## src/rtl/control_seq.sv

```systemverilog
// Instruction sequencer: INIT -> FETCH (multi-word) -> DECODE -> EXECUTE -> FETCH,
// with a HALT state that is left on resume.
// Ports:
//   clk, rst_async_n          clock, asynchronous active-low reset
//   imem_req/imem_addr/ack    instruction fetch handshake (addr tracks pc)
//   ir_load, ir_word_sel      instruction-register write strobe and slot
//   dec_*                     decoder results, sampled in DECODE
//   stall, resume             execute freeze, leave HALT
//   exec_en, exec_last        execute datapath enable, final execute cycle
//   pc, halted, state_o       program counter, HALT flag, encoded state
module control_seq #(
  parameter int unsigned ADDR_WIDTH  = 8,
  parameter int unsigned INSTR_WORDS = 2,
  parameter int unsigned CYC_WIDTH   = 4,
  localparam int unsigned WSEL_WIDTH = (INSTR_WORDS > 1) ? $clog2(INSTR_WORDS) : 1
) (
  input  logic                  clk,
  input  logic                  rst_async_n,
  output logic                  imem_req,
  output logic [ADDR_WIDTH-1:0] imem_addr,
  input  logic                  imem_ack,
  output logic                  ir_load,
  output logic [WSEL_WIDTH-1:0] ir_word_sel,
  input  logic [CYC_WIDTH-1:0]  dec_exec_cycles,
  input  logic                  dec_branch,
  input  logic [ADDR_WIDTH-1:0] dec_target,
  input  logic                  dec_halt,
  input  logic                  stall,
  input  logic                  resume,
  output logic                  exec_en,
  output logic                  exec_last,
  output logic [ADDR_WIDTH-1:0] pc,
  output logic                  halted,
  output logic [2:0]            state_o
);

  localparam logic [WSEL_WIDTH-1:0] LAST_WORD = WSEL_WIDTH'(INSTR_WORDS - 1);

  typedef enum logic [2:0] {
    ST_INIT    = 3'd0,
    ST_FETCH   = 3'd1,
    ST_DECODE  = 3'd2,
    ST_EXECUTE = 3'd3,
    ST_HALT    = 3'd4
  } state_t;

  state_t                state_q, state_d;
  logic [ADDR_WIDTH-1:0] pc_q, pc_d;
  logic [WSEL_WIDTH-1:0] wsel_q, wsel_d;
  logic [CYC_WIDTH-1:0]  cnt_q, cnt_d;
  logic                  br_q, br_d;
  logic [ADDR_WIDTH-1:0] tgt_q, tgt_d;

  // State and datapath registers
  always_ff @(posedge clk or negedge rst_async_n) begin
    if (!rst_async_n) begin
      state_q <= ST_INIT;
      pc_q    <= '0;
      wsel_q  <= '0;
      cnt_q   <= '0;
      br_q    <= 1'b0;
      tgt_q   <= '0;
    end else begin
      state_q <= state_d;
      pc_q    <= pc_d;
      wsel_q  <= wsel_d;
      cnt_q   <= cnt_d;
      br_q    <= br_d;
      tgt_q   <= tgt_d;
    end
  end

  // Next-state, datapath updates and per-state outputs
  always_comb begin
    state_d   = state_q;
    pc_d      = pc_q;
    wsel_d    = wsel_q;
    cnt_d     = cnt_q;
    br_d      = br_q;
    tgt_d     = tgt_q;
    imem_req  = 1'b0;
    ir_load   = 1'b0;
    exec_en   = 1'b0;
    exec_last = 1'b0;
    halted    = 1'b0;
    case (state_q)
      ST_INIT: state_d = ST_FETCH;
      ST_FETCH: begin
        imem_req = 1'b1;
        ir_load  = imem_ack;
        if (imem_ack) begin
          pc_d = pc_q + ADDR_WIDTH'(1);
          if (wsel_q == LAST_WORD) begin
            wsel_d  = '0;
            state_d = ST_DECODE;
          end else begin
            wsel_d = wsel_q + WSEL_WIDTH'(1);
          end
        end
      end
      ST_DECODE: begin
        br_d    = dec_branch;
        tgt_d   = dec_target;
        cnt_d   = dec_exec_cycles;
        state_d = dec_halt ? ST_HALT : ST_EXECUTE;
      end
      ST_EXECUTE: begin
        exec_en = !stall;
        if (!stall) begin
          if (cnt_q == '0) begin
            exec_last = 1'b1;
            state_d   = ST_FETCH;
            if (br_q) pc_d = tgt_q;
          end else begin
            cnt_d = cnt_q - CYC_WIDTH'(1);
          end
        end
      end
      ST_HALT: begin
        halted = 1'b1;
        if (resume) state_d = ST_FETCH;
      end
      default: state_d = ST_INIT;
    endcase
  end

  assign imem_addr   = pc_q;
  assign pc          = pc_q;
  assign ir_word_sel = wsel_q;
  assign state_o     = state_q;

endmodule

```

## config.mk

```make
export PLATFORM = sky130hd
export DESIGN_NAME = control_seq
export DESIGN_NICKNAME = d
export VERILOG_FILES = /design/src/rtl/control_seq.sv
export SDC_FILE = /design/constraint.sdc
export NUM_CORES = 1
export LEC_CHECK = 0
export ABC_CLOCK_PERIOD_IN_PS = 1500
export BUFFER_PORTS_ARGS = -buffer_cell sky130_fd_sc_hd__buf_2
export CORE_ASPECT_RATIO = 1.75
export CORE_MARGIN = 4
export CORE_UTILIZATION = 40
export DETAILED_ROUTE_END_ITERATION = 8
export GPL_ROUTABILITY_DRIVEN = 0
export PLACE_DENSITY = 0.67
export SLEW_MARGIN = 20
export SYNTH_ARGS = -nofsm -noshare
export SYNTH_HDL_FRONTEND = slang
export SYNTH_SLANG_ARGS = --single-unit
```

## constraint.sdc

```tcl
create_clock -name clk -period 1.5 [get_ports clk]
set_input_delay 0.3 -clock clk [delete_from_list [all_inputs] [get_ports clk]]
set_output_delay 0.3 -clock clk [all_outputs]
set_load 0.02 [all_outputs]
```

# ---- After elaboration in Yosys (flattened, before gate mapping)
# Cells that the tools add are included.
dict set report totals {
  reg_bits 25
  in_bits 19
  out_inout_bits 25
  wordCells 52
}
dict set report op_classes {
  addsub 3
  n_eq_ne 11
  muxes 23
  reduce_logical 9
}
# op n
set op_table {}
lappend op_table {{$mux W8} 4}
lappend op_table {{$mux W3} 6}
lappend op_table {{$pmux W8 S2} 1}
lappend op_table {{$pmux W3 S5} 1}
lappend op_table {{$ne A2 B2 Y1 const B} 7}
lappend op_table {{$reduce_and A5 Y1} 2}
lappend op_table {{$add A8 B1 Y8 const B} 1}
lappend op_table {{$mux W1} 8}
lappend op_table {{$mux W4} 2}
lappend op_table {{$pmux W4 S2} 1}
lappend op_table {{$eq A3 B2 Y1 const B} 2}
lappend op_table {{$logic_not A4 Y1} 1}
lappend op_table {{$reduce_bool A2 Y1} 2}
lappend op_table {{$sub A4 B1 Y4 const B} 1}
lappend op_table {{$eq A3 B1 Y1 const B} 1}
lappend op_table {{$eq A3 B3 Y1 const B} 1}
lappend op_table {{$logic_not A3 Y1} 1}
lappend op_table {{$reduce_and A3 Y1} 1}
lappend op_table {{$reduce_and A2 Y1} 1}
lappend op_table {{$add A1 B1 Y1 const B} 1}
lappend op_table {{$logic_not A1 Y1} 1}

# ---- Logic depth before layout (Yosys ltp)
dict set report logic_depth {
  ltp_word 4
  ltp_mapped 7
  depth_no_buf 6
}

# ---- Worst setup path after synthesis
# OpenSTA, ideal clock, no wires.
dict set report synth_timing {
  kind {register to output}
  start {reg cnt_q[0]}
  end {out exec_last}
  arrival_time_ns 1.400
  t_required_ns 1.200
  setup_slack_ns -0.200
  stages_incl_launch_ff 5
  n_path_buf 0
  cell_sequence {dfrtp_1 -> inv_1 -> ha_1 -> or4b_1 -> nor2_1}
}
dict set report synth_via {
  elab_chain_len 4
}
# element line_no
set synth_lines {}
lappend synth_lines {{start, declared} 50} ;# logic [CYC_WIDTH-1:0] cnt_q, cnt_d;
lappend synth_lines {{start signal, assigned} 67} ;# cnt_q <= cnt_d;
lappend synth_lines {{$logic_not A4 Y1} 110} ;# if (cnt_q == '0) begin
lappend synth_lines {{$mux W1} 110}
lappend synth_lines {{$mux W1} 109} ;# if (!stall) begin
lappend synth_lines {{$mux W1} 86} ;# case (state_q)
lappend synth_lines {{end, declared} 31} ;# output logic exec_last,
# No other way between the ends.

# ---- Worst setup path after layout
# Ends and elaborated chain as after synthesis.

==> impl_metrics.ini <==
[worst_setup_path]
timing.rr.end = imem_addr[4]
worstPathMaxFanout = 2
cp.arrival_ns = 1.63
crit_path_end = exec_last
r2r-start = cnt_q[0]
r2r_slack_ns = -0.31
r2r_cells = 10
critPathCaptureType = output pin
start_kind = flop
cp.required_ns = 1.20
path_class = flop to output pin
startpoint = cnt_q[0]

[timing]
hold_ws_ns = 0.0109
skew_ns = 0.00542
finalHoldViolCount = 0
max_freq_mhz = 518
period_needed_ns = 1.93
drv_slew = 0
setup_viol = 18
worst_pin_slew_ns = 0.566
worst_slack_ns = -0.429
rsz0062_at_grt = true
slew_headroom_pct = 62.3
min_period_over_period_pct = 129

[clock_tree]
cts_sinks = 25
cts_max_level = 1
cts_tree = yes
cts-buffers-inserted = 3
hold_buffers = 0
root_buffer = clkbuf_8
clk_pin_slew_worst_paths_ns = 0.09
insertion_delay_ns = 0.28
clk_path_buf_depth = 2

[global_routing]
grt_pass1_vias = 1467
grt_max_degree = 26
globalRoute.busiestLayer = met2
grt_pass1_wl_um = 6730
antenna_found_initial = 0
grtUsageTotal_pct = 19.5
grt_use_met1_pct = 19.3
grtUsageMet3_pct = 2.57
met2_usage_pct = 37.0
grt-ovfl-total = 0

[status]
violations = negative setup slack
status = finished with violations

[drt]
first_pass_iters = 5
route.antenna.remaining_nets = 0
num_vias = 1403
drtIter0Drc = 38
wl_per_cell_um = 16.9
drc_errors = 0
vias_per_cell = 5.44
routed_wl_um = 4360

[pwr]
cellPowerDensity_mw_per_mm2 = 2270
p_total_mw = 5.09
p_leak_nw = 1.05
vdd_ir_drop_max_mv = 1.35

[placed_design]
io_buffers = 43
dp_slack_ns = -0.146
dp_hpwl_um = 2760

[cells_and_area]
nNetsFinal = 235
final_common_cell = buf_2
final_cell_mix = buf_2 (38), buf_4 (31), dfrtp_1 (22)
num-fill-cells = 295
n_antenna_cell = 0
drive_gt1_share_pct = 61.5
area_growth_pct = 57.0

[logic_synthesis]
yosysWarningCount = 0
synthesis.nets = 159
syn_area_mm2 = 0.00143
synthCells = 138
async_flop_share_pct = 100
yosysSeqAreaShare_pct = 43.7
ys_ff_latch = 25
yosysUniqueCellTypes = 47
syn_avg_cell_area_um2 = 10.4
synth_edf_count = 0
ys.flop_type = dfrtp_1

[flow_run]
drv_cap = 0

[die]
start_util_pct = 41.7
die_x_um = 53.2
boundaryPins = 44
rows = 28
dieArea_mm2 = 0.00464
core_area_mm2 = 0.00343
die_y_um = 87.1

[min_path]
hold_path_class = input pin to asynchronous set/reset pin
## metal layers
layer  routed length, um  share of wire (%)  vias up
met5                   0                  0        -
met4                 136                3.1        0
met3                 162                3.7       12
met2                2590                 59       40
met1                1470                 34      697
li1                    -                  -      654
## timing repair
action	4_1_cts	5_1_grt
hold endpoints to repair	0	0
setup buffers	13	9
endpoints found under the setup margin	14	26
pin swaps	13	8
cloned	1	0
gates resized for setup	27	24
## worst min-delay path by stage
stage                         to  cells after the start
floorplan                   br_q                      0
global placement    imem_addr[3]                      1
detailed placement      tgt_q[3]                      1
CTS                 imem_addr[4]                      1
global route            tgt_q[4]                      1
finish                      br_q                      1
## metrics by stage
step / util (%) / std cells / setup TNS (ns) / cell area [um2]
final: 65.5 / 258 / -3.78 / 2250
after detailed placement: 53.1 / 233 / -0.609 / 1820
after CTS: 61.7 / 251 / -3.83 / 2120
after global routing: 65.5 / 258 / -5.03 / 2250
after floorplan: - / 138 / -0.0140 / 1490
after global placement: 53.1 / 233 / -0.184 / 1820
## flip-flops by register name, indices dropped and copies added, names as in the netlist
name         cells
state_o          3
tgt_q            8
cnt_q            4
imem_addr        8
br_q             1
ir_word_sel      1
## report_power, final
part / switching (mW) / internal, mW
Clock: 0.219 / 0.191
Sequential: 0.352 / 1.01
Combinational: 1.59 / 1.73
Total: 2.16 / 2.93
## final cells by class
class | count | area [um2] | share of cell area [%]
inverter | 2 | 7.51 | 0.334
clock buffer | 4 | 45.0 | 2.00
timing repair buffer | 86 | 644 | 28.7
sequential | 25 | 629 | 28.0
multi-input combinational | 96 | 865 | 38.5
tap | 45 | 56.3 | 2.51
## synthesized netlist by cell type (3+ instances only)
cell type,number,area share [%]
buf_2,4,1.4
nor2_1,10,2.6
buf_4,9,4.7
nand2_1,8,2.1
mux2_2,4,3.1
o21ai_0,3,1.0
o22ai_1,4,1.7
dfrtp_1,25,44
a21oi_1,11,3.8
nor3b_1,3,1.6
mux2_1,6,4.7
o21ai_1,6,2.1
nand3_1,4,1.4
## critical path, stage by stage, from the launching register on
cell and delay [ns]:
dfrtp_1 0.41, inv_2 0.10, ha_4 0.14, or4b_4 0.48
nor2_4 0.10, buf_6 0.12
## cell families after synthesis
kind of cell,after synthesis,share of synthesized area [%]
buffers and inverters,17,7.69
and+or+nand+nor,45,20.7
adders and majority gates,2,1.75
xor gates and xnor gates,1,0.612
DFF,25,43.7
AOI/OAI and AO/OA,38,17.7
muxes,10,7.87
(Power assumes the default switching activity.)
